--- src/rtl/branch_hazard_unit.sv ---
// branch_hazard_unit: ID-stage branch operand forwarding, stall FSM and event counters
module branch_hazard_unit #(
  parameter int AW     = 5,
  parameter int NSRC   = 2,
  parameter int EX_FWD = 1,
  parameter int CNT_W  = 16
) (
  input  logic                 clk,
  input  logic                 rst_n,
  input  logic                 id_branch,
  input  logic [NSRC*AW-1:0]   id_src,
  input  logic                 ex_regwrite,
  input  logic                 ex_memread,
  input  logic [AW-1:0]        ex_rd,
  input  logic                 mem_regwrite,
  input  logic                 mem_memread,
  input  logic [AW-1:0]        mem_rd,
  input  logic                 wb_regwrite,
  input  logic [AW-1:0]        wb_rd,
  input  logic                 br_taken,
  input  logic                 cnt_clr,
  output logic [2*NSRC-1:0]    fwd_sel,
  output logic                 stall,
  output logic                 if_flush,
  output logic [CNT_W-1:0]     stall_cnt,
  output logic [CNT_W-1:0]     flush_cnt
);
  typedef enum logic {IDLE, STALL} state_t;
  state_t state, state_n;
  logic [1:0] rem, rem_n;
  logic [1:0] need [NSRC];
  logic [1:0] need_max;
  logic [2*NSRC-1:0] sel;
  for (genvar i = 0; i < NSRC; i++) begin : g_src
    logic [AW-1:0] s;
    logic ex_m, mem_m, wb_m;
    assign s     = id_src[i*AW +: AW];
    assign ex_m  = id_branch && ex_regwrite && ex_rd != '0 && ex_rd == s;
    assign mem_m = id_branch && mem_regwrite && mem_rd != '0 && mem_rd == s;
    assign wb_m  = id_branch && wb_regwrite && wb_rd != '0 && wb_rd == s;
    assign need[i] = ex_m ? (ex_memread ? 2'd2 : (EX_FWD != 0 ? 2'd0 : 2'd1))
                   : (mem_m && mem_memread) ? 2'd1 : 2'd0;
    assign sel[2*i +: 2] = (ex_m && !ex_memread && EX_FWD != 0) ? 2'b01
                         : (mem_m && !mem_memread) ? 2'b10
                         : wb_m ? 2'b11 : 2'b00;
  end
  always_comb begin
    need_max = '0;
    for (int k = 0; k < NSRC; k++) need_max = (need[k] > need_max) ? need[k] : need_max;
  end
  always_ff @(posedge clk or negedge rst_n) begin
    if (!rst_n) begin
      state <= IDLE;
      rem   <= '0;
    end else begin
      state <= state_n;
      rem   <= rem_n;
    end
  end
  // a load-use hazard costs the IDLE cycle plus rem cycles in STALL
  always_comb begin
    state_n = (state == STALL) ? ((rem <= 2'd1) ? IDLE : STALL)
                               : ((need_max == 2'd2) ? STALL : IDLE);
    rem_n   = (state == STALL) ? ((rem != 2'd0) ? rem - 2'd1 : 2'd0)
                               : ((need_max == 2'd2) ? 2'd1 : 2'd0);
  end
  always_comb begin
    stall    = (state == STALL) || (need_max != 2'd0);
    fwd_sel  = stall ? '0 : sel;
    if_flush = id_branch && br_taken && !stall;
  end
  always_ff @(posedge clk or negedge rst_n) begin
    if (!rst_n) begin
      stall_cnt <= '0;
      flush_cnt <= '0;
    end else if (cnt_clr) begin
      stall_cnt <= '0;
      flush_cnt <= '0;
    end else begin
      if (stall && stall_cnt != '1) stall_cnt <= stall_cnt + 1'b1;
      if (if_flush && flush_cnt != '1) flush_cnt <= flush_cnt + 1'b1;
    end
  end
endmodule

--- config.mk ---
export PLATFORM = sky130hd
export DESIGN_NAME = branch_hazard_unit
export DESIGN_NICKNAME = d
export VERILOG_FILES = /design/src/rtl/branch_hazard_unit.sv
export SDC_FILE = /design/constraint.sdc
export NUM_CORES = 1
export LEC_CHECK = 0
export CAP_MARGIN = 20
export CORE_ASPECT_RATIO = 0.5
export CORE_MARGIN = 10
export CORE_UTILIZATION = 48
export CTS_CLUSTER_DIAMETER = 80
export CTS_CLUSTER_SIZE = 25
export DETAILED_ROUTE_END_ITERATION = 16
export PLACE_DENSITY = 0.8
export SETUP_SLACK_MARGIN = 0.15
export SLEW_MARGIN = 20
export SYNTH_ARGS = -nofsm -noshare
export SYNTH_HDL_FRONTEND = slang
export SYNTH_SLANG_ARGS = --single-unit
--- constraint.sdc ---
create_clock -name clk -period 5.7 [get_ports clk]
set_input_delay 1.14 -clock clk [delete_from_list [all_inputs] [get_ports clk]]
set_output_delay 1.14 -clock clk [all_outputs]
set_load 0.02 [all_outputs]
# [Word level (Yosys, flattened, before mapping)]
# Index checks and enable logic that the tools add are counted.
[word_totals] out_inout_bits=38 input_bits=35 reg_bits=35 word_cells=76
[classes] n_lt_le_gt_ge=3 reduce_logical=33 n_mux=24 n_addsub=3 n_eq_ne=9
[op_table] op="2-to-1 mux 16 bit" n=4
[op_table] op="adder 16 x 1 -> 16 bit, second input constant" n=2
[op_table] op="inequality test 16 bit, second input constant" n=2
[op_table] op="== test 5 bit" n=6
[op_table] op="2-to-1 mux 2 bit" n=13
[op_table] op="logical AND 1 bit" n=22
[op_table] op="nonzero test 5 bit" n=3
[op_table] op="nonzero test 2 bit" n=4
[op_table] op="2-to-1 mux 1 bit" n=6
[op_table] op="2-to-1 mux 4 bit" n=1
[op_table] op="zero test 1 bit" n=3
[op_table] op="== test 2 bit, second input constant" n=1
[op_table] op="greater-than comparator 2 x 1 -> 1 bit, second input constant" n=1
[op_table] op="greater-than comparator 2 bit" n=1
[op_table] op="<= comparator 2 x 1 -> 1 bit, second input constant" n=1
[op_table] op="subtractor 2 x 1 -> 2 bit, second input constant" n=1
[op_table] op="logical OR 1 bit" n=1

# [Depth between registers and ports, before layout]
# Gate-level depths: netlist (run 1).
[depth] depth_word=17 ltp_mapped=14 mapped_depth_nobuf=13

# [Worst setup path before layout (run 1)]
# No wires, ideal clock.
[synth_path] path_kind="input to output" from="input ex_rd[1]" to="output fwd_sel[1]" setup_slack_ps=321 arrival_time_ps=4239 stages=13 n_path_buf=1 required_time_ps=4560 path_cell_list="or4_1 -> o211ai_2 -> or4_2 -> inv_1 -> or4_1 -> ha_1 -> nand2b_1 -> o21ai_0 -> nand2_1 -> o21ai_4 -> buf_6 -> inv_1 -> nor3_1"
[synth_via] elab_chain_cells=11 elab_cells_between_ends=17 cone_classes="2 x order compare; 2 x eq/ne; 6 x mux; 7 x reduce/logical"
[synth_rtl] element="start: declaration" line_no="14" text="input logic [AW-1:0] ex_rd,"
[synth_rtl] element="nonzero test 5 bit" line_no="38" text="assign ex_m = id_branch && ex_regwrite && ex_rd != '0 && ex_rd == s;"
[synth_rtl] element="logical AND 1 bit (2 in a row)" line_no="38"
[synth_rtl] element="2-to-1 mux 2 bit" line_no="41" text="assign need[i] = ex_m ? (ex_memread ? 2'd2 : (EX_FWD != 0 ? 2'd0 : 2'd1))"
[synth_rtl] element="greater-than comparator 2 x 1 -> 1 bit" line_no="49" text="for (int k = 0; k < NSRC; k++) need_max = (need[k] > need_max) ? need[k] : need_max;"
[synth_rtl] element="2-to-1 mux 2 bit" line_no="49"
[synth_rtl] element="greater-than comparator 2 bit" line_no="49"
[synth_rtl] element="2-to-1 mux 2 bit *" line_no="49"
[synth_rtl] element="nonzero test 2 bit *" line_no="68" text="stall = (state == STALL) || (need_max != 2'd0);"
[synth_rtl] element="logical OR 1 bit *" line_no="68"
[synth_rtl] element="net stall" line_no="23" text="output logic stall,"
[synth_rtl] element="2-to-1 mux 4 bit *" line_no="69" text="fwd_sel = stall ? '0 : sel;"
[synth_rtl] element="end: declaration" line_no="22" text="output logic [2*NSRC-1:0] fwd_sel,"
# Mark *: on every way through the listed nets, which the timed path passes. The rest lies on a longest branch.

# [Worst setup path after layout (run 1)]
[layout_path] from="input ex_rd[1]" to="output fwd_sel[3]"
[layout_via] elab_chain_cells=11 elab_cells_between_ends=17 cone_classes="2 x order compare; 2 x eq/ne; 6 x mux; 7 x reduce/logical"
[layout_rtl] element="nonzero test 5 bit" line_no="38"
[layout_rtl] element="logical AND 1 bit (2 in a row)" line_no="38"
[layout_rtl] element="2-to-1 mux 2 bit" line_no="41"
[layout_rtl] element="greater-than comparator 2 x 1 -> 1 bit" line_no="49"
[layout_rtl] element="2-to-1 mux 2 bit" line_no="49"
[layout_rtl] element="greater-than comparator 2 bit" line_no="49"
[layout_rtl] element="2-to-1 mux 2 bit" line_no="49"
[layout_rtl] element="nonzero test 2 bit" line_no="68"
[layout_rtl] element="logical OR 1 bit" line_no="68"
[layout_rtl] element="2-to-1 mux 4 bit *" line_no="69"
# Every way passes the cells marked *; elsewhere a longest branch is shown, timed or not.

==> flow_metrics.py, run 1 <==
metrics = {
    "logic_synthesis": {
        "synth_edf_count": 0,
        "yosysTopAreaCellShare_pct": 33.9,
        "synth_area_per_cell_sq_um": 8.71,
        "synth_nets": 337,
        "mappedNetlistArea_sq_um": 2590,
        "synth_flop_cell": "dfrtp_1",
        "ys_seq_elements": 35,
        "async_flop_share_pct": 100,
        "syn-instance-count": 297,
        "synth.yosys.seq_area_share_pct": 33.9,
        "synth_top_cell_by_area": "dfrtp_1",
        "synth.area.top_cells": "dfrtp_1, mux2_2, xnor2_1",
        "synth.distinct_cells": 45,
        "synth_common_cells": "dfrtp_1, nor2_1, nand2_1",
        "yosysWarnings": 0,
    },
    "cts": {
        "cts_buffers": 5,
        "cts_sinks": 35,
        "clock_latency_ns": 0.30,
        "cts.htree.levels": 2,
        "clock_tree.buffer_depth": 2,
        "clk_pin_slew_ns": 0.07,
        "cts_root_buf": "clkbuf_8",
        "cts_tree": "built",
    },
    "worst_hold_path": {
        "hold_depth": 1,
        "hold_path_class": "reg -> reg",
        "min_from": "rem[0]",
    },
    "outcome": {
        "outcome": "finished, final reports clean",
    },
    "routing": {
        "drt-pass1-iter-count": 4,
        "wire_per_inst_um": 16.4,
        "drt_iter0_drc": 146,
        "wirelength_mm": 7.50,
        "vias_per_cell": 5.70,
        "drc": 0,
        "ant_nets": 0,
        "vias": 2605,
    },
    "floorplanning": {
        "fp.dieArea_sq_um": 8900,
        "start_util_pct": 51.0,
        "coreArea_sq_um": 5070,
        "die_y_um": 71.9,
        "pin_count": 73,
        "rows": 18,
        "die_x_um": 124,
    },
    "sta": {
        "setup_violations": 0,
        "tns_ns": 0,
        "hold_viol": 0,
        "worst_slew_pin_slew_ns": 0.524,
        "worst_slack_ns": 0.326,
        "maxSlewViolCount": 0,
        "min_period_ns": 5.37,
        "hold_slack_ns": 0.456,
        "clock.fmax_mhz": 186,
        "post-route-period-util_pct": 94.3,
        "clock_skew_ns": 0.0107,
        "rsz0062_at_grt": "true",
        "slew_headroom_pct": 64.6,
    },
    "worst_setup_path": {
        "r2r_setup_slack_ns": 3.04,
        "worstPathRequired_ns": 4.56,
        "path_class": "in -> out",
        "rr_endpoint": "flush_cnt[9]",
        "crit_start": "ex_rd[1]",
        "end_kind": "output pin",
        "ff2ff_path_depth": 8,
        "critPathArrivalTime_ns": 4.23,
        "r2r-start": "flush_cnt[3]",
        "start_kind": "primary input",
        "cp_max_fo": 6,
        "crit_end": "fwd_sel[3]",
    },
    "power_and_ir_drop": {
        "report.power.total_mw": 0.534,
        "ir_worst_vdd_mv": 0.0870,
        "p_leak_nw": 1.47,
        "power_density_nw_per_um2": 150,
    },
    "grt": {
        "grt_max_degree": 52,
        "grt_use_total_pct": 16.9,
        "grt_pass1_wl_mm": 12.3,
        "grt_overflow": 0,
        "grt_pass1_vias": 2681,
        "antenna_found_initial": 0,
    },
    "placed_design": {
        "hpwl_mm": 5.85,
        "place_congestion": 1.03,
        "dp.cells": 448,
        "place_area_sq_um": 3480,
        "portBuffers": 72,
        "pre_cts_ws_ns": -0.238,
    },
    "run": {
        "drv_cap": 0,
    },
    "final_layout": {
        "instances_no_fill": 457,
        "syn2layout_area_growth_pct": 38.0,
        "final_core_util_pct": 70.4,
        "n_antenna_cell": 0,
        "nets": 426,
        "stdcell_area_sq_um": 3570,
        "layout-drive-gt1-share_pct": 16.8,
    },
}
power by group:
part / switching (mW) / total, mW / internal, mW
Sequential: 0.00294 / 0.253 / 0.250
Combinational: 0.0533 / 0.105 / 0.0517
Clock: 0.0903 / 0.176 / 0.0857
Total: 0.147 / 0.534 / 0.387
routing by layer:
metal	wire length, um	part of all wire, %	GRT usage [%]
met1	3040	41	18.7
met2	3670	49	28.8
met3	587	7.8	6.56
met4	192	2.6	7.19
met5	0	0	0
cells by family after synthesis:
family                     after synthesis  share of synthesized area, %
adders and majority gates                5                          2.42
xor gates and xnor gates                31                          10.5
and+or+nand+nor                        153                          32.9
AOI/OAI and AO/OA                       40                          10.1
buffers and inverters                   16                          2.90
muxes                                   17                          7.35
DFF                                     35                          33.9
state kept, by name, indices dropped and copies added (netlist names):
register / cells
stall_cnt: 16
flush_cnt: 16
state: 1
rem: 2
worst min-delay path by stage:
stage          slack (ns)  endpoint
2_1_floorplan        0.43    rem[0]
6_report             0.46    rem[0]
3_3_place_gp         0.44    rem[0]
4_1_cts              0.46    rem[0]
5_1_grt              0.47    rem[0]
3_5_place_dp         0.45    rem[0]
critical path: stages:
cell	delay, ns
clkdlybuf4s50_1	0.41
or4_1	0.54
o211ai_2	0.19
or4_2	0.15
inv_1	0.04
or4_4	0.53
ha_1	0.31
nand2b_1	0.10
o211ai_1	0.12
a21o_1	0.20
o21ai_4	0.08
inv_4	0.07
nor3_2	0.18
buf_4	0.17
timing repair:
action,in CTS,in global routing
hold buffers,0,0
resized for setup,16,17
endpoints found under the setup margin,6,6
pin swaps,0,2
setup buffers,0,1
final cells by class:
| type | instances | area [sq um] |
|---|---|---|
| multi-input cells | 246 | 1650 |
| clock inverters | 1 | 5.00 |
| well taps | 70 | 87.6 |
| flip-flops and latches | 35 | 876 |
| fillers | 401 | 1500 |
| clock buffers | 7 | 76.3 |
| inverters | 6 | 25.0 |
| repair buffers | 92 | 846 |
cell usage in the layout, fill, tap and decap left out, types with 2 or more instances in the layout:
cell / instances
ha_1: 5
or3_1: 9
o21ai_2: 2
a21oi_1: 14
buf_2: 2
nor2b_1: 18
clkbuf_1: 2
nand3_1: 12
nor4_1: 4
nor4b_1: 3
xor2_1: 13
dfrtp_1: 35
clkbuf_2: 2
nand4_1: 12
nor2_1: 35
mux2_2: 14
buf_4: 22
or2_2: 2
xnor2_1: 18
and3_1: 6
or4_1: 4
nor3_2: 2
or3_2: 2
clkbuf_8: 5
nand3b_1: 4
nand2b_1: 3
a31o_2: 2
clkdlybuf4s50_1: 66
nor3_1: 8
and4_1: 4
o31ai_1: 2
nand2_1: 19
inv_1: 5
o211ai_1: 3
o21ai_0: 10
mux2_1: 2
No activity file was read; power rests on OpenSTA's default activity.
==> inputs of run 2 (changes only) <==
--- a/config.mk
+++ b/config.mk
@@ -12,6 +12,7 @@
 export CTS_CLUSTER_DIAMETER = 80
 export CTS_CLUSTER_SIZE = 25
 export DETAILED_ROUTE_END_ITERATION = 16
+export HOLD_SLACK_MARGIN = 0.06
 export PLACE_DENSITY = 0.8
 export SETUP_SLACK_MARGIN = 0.15
 export SLEW_MARGIN = 20
==> constraint.sdc (replaced) <==
create_clock -name clk -period 5.7 [get_ports clk]
set_input_delay 0.855 -clock clk [delete_from_list [all_inputs] [get_ports clk]]
set_output_delay 0.855 -clock clk [all_outputs]
set_load 0.02 [all_outputs]
==> run 2 against run 1 <==
  * Worst setup slack better by 0.10 ns
  * Core utilization down 2.0 points
  * Cell area fell by 2.8%
  * First-iteration DRC count increased by 6.8%
  * Global-route usage down 0.22 points
  * Critical path depth unchanged
  * Non-clock buffer count down 15
  * Count of clock-buffer cells in the layout did not move
  * Clock skew down 0.0083 ns
  * Sequential share of layout area rose by 0.71 points
  * Critical path type unchanged
==> flow_metrics.py, run 2 (synthesis results as in run 1) <==
metrics = {
    "routing": {
        "wirelength_mm": 7.12,
        "vias_per_cell": 5.67,
        "drc": 0,
        "drt_iter0_drc": 156,
        "ant_nets": 0,
        "drt-pass1-iter-count": 4,
        "wire_per_inst_um": 16.1,
        "vias": 2504,
    },
    "final_layout": {
        "multiInputGateArea_sq_um": 1640,
        "stdcell_area_sq_um": 3470,
        "layout_common_cells": "clkdlybuf4s50_1, nor2_1, dfrtp_1",
        "final_common_cell": "clkdlybuf4s50_1",
        "instances_no_fill": 442,
        "nets": 411,
        "fillerInstances": 401,
        "n_antenna_cell": 0,
        "syn2layout_area_growth_pct": 34.1,
        "layout-drive-gt1-share_pct": 10.5,
        "largest_registers": "flush_cnt x16, stall_cnt x16, rem x2",
        "regArea_sq_um": 876,
    },
    "sta": {
        "hold_viol": 0,
        "clock.fmax_mhz": 190,
        "maxSlewViolCount": 0,
        "rsz0062_at_grt": "false",
        "post-route-period-util_pct": 92.5,
        "worst_slew_pin_slew_ns": 0.602,
        "slew_headroom_pct": 59.8,
        "tns_ns": 0,
        "setup_violations": 0,
        "hold_slack_ns": 0.468,
        "clock_skew_ns": 0.00241,
        "min_period_ns": 5.27,
    },
    "worst_setup_path": {
        "r2r_setup_slack_ns": 3.01,
        "ff2ff_path_depth": 7,
        "path_class": "in -> out",
        "worstPathRequired_ns": 4.85,
        "critPathArrivalTime_ns": 4.42,
        "r2r-start": "flush_cnt[3]",
        "end_kind": "output pin",
        "start_kind": "primary input",
        "rr_endpoint": "flush_cnt[3]",
        "cp_max_fo": 6,
    },
    "cts": {
        "cts_root_buf": "clkbuf_8",
        "clock_latency_ns": 0.28,
        "clock_tree.buffer_depth": 2,
        "cts_sinks": 35,
        "cts_tree": "built",
        "cts.htree.levels": 2,
        "clk_pin_slew_ns": 0.07,
        "cts_buffers": 5,
    },
    "power_and_ir_drop": {
        "p_leak_nw": 1.45,
        "report.power.total_mw": 0.521,
        "ir_worst_vdd_mv": 0.0921,
        "power_density_nw_per_um2": 150,
    },
    "worst_hold_path": {
        "hold_end": "rem[0]",
        "min_from": "rem[0]",
        "hold_path_class": "reg -> reg",
        "hold_depth": 1,
    },
    "placed_design": {
        "hpwl_mm": 5.57,
        "dp.cells": 434,
        "place_area_sq_um": 3380,
        "portBuffers": 72,
        "place_congestion": 0.938,
    },
    "floorplanning": {
        "die_x_um": 124,
        "rows": 18,
        "fp.dieArea_sq_um": 8900,
        "pin_count": 73,
        "start_util_pct": 51.0,
        "coreArea_sq_um": 5070,
        "die_y_um": 71.9,
    },
    "run": {
        "drv_cap": 0,
    },
    "grt": {
        "grt_overflow": 0,
        "antenna_found_initial": 0,
        "grt_pass1_wl_mm": 12.5,
        "grt_pass1_vias": 2582,
        "grt_max_degree": 52,
        "grt_use_total_pct": 16.7,
    },
    "outcome": {
        "outcome": "finished, final reports clean",
    },
}
run 2: how the worst max path moves through the flow:
stage / depth (start not counted) / end / from
after floorplan: 13 / fwd_sel[1] / ex_rd[1]
after global placement: 14 / fwd_sel[1] / ex_rd[1]
after detailed placement: 14 / fwd_sel[3] / ex_rd[1]
after CTS: 14 / fwd_sel[0] / ex_rd[1]
after global routing: 14 / fwd_sel[1] / ex_rd[1]
final: 14 / fwd_sel[3] / ex_rd[1]
run 2: area by class of cell:
cell class                      instances  share of cell area [%]
Multi-Input combinational cell        246                    47.2
Sequential cell                        35                    25.3
Timing Repair Buffer                   77                    22.1
Tap cell                               70                    2.53
Clock buffer                            7                    2.20
Inverter                                6                   0.649
Clock inverter                          1                   0.144
run 2: power by group:
part | switching, mW | leakage, nW | internal [mW]
Sequential | 0.00300 | 0.488 | 0.250
Clock | 0.0850 | 0.0422 | 0.0857
Combinational | 0.0499 | 0.923 | 0.0472
run 2: layer usage:
metal	global-route usage [%]	routed length (um)
met5	0	0
met2	28.6	3410
met3	5.48	527
met4	4.62	121
met1	19.7	3060
run 2: through the flow:
step	setup slack (ns)	utilization (%)
after CTS	0.237	68.2
after detailed placement	0.162	66.7
after global placement	0.319	66.7
after global routing	0.157	68.4
final	0.426	68.4
after floorplan	0.891	-
run 2: repair_timing:
item                       in CTS  in global routing
gates cloned                    0                  0
resized for setup               2                  4
buffers inserted                0                  0
setup endpoints to repair       2                  4
hold buffers                    0                  0
run 2: worst max-delay path, stage by stage:
cell and delay [ns]:
clkdlybuf4s50_1 0.46, or4_1 0.55, o211ai_2 0.18, or4_2 0.19, inv_1 0.06, or4_1 0.56
ha_1 0.32, nand2b_1 0.08, o21ai_0 0.14, nand2_1 0.16, o21ai_4 0.15, inv_1 0.13
nor3_1 0.21, dlygate4sd2_1 0.36
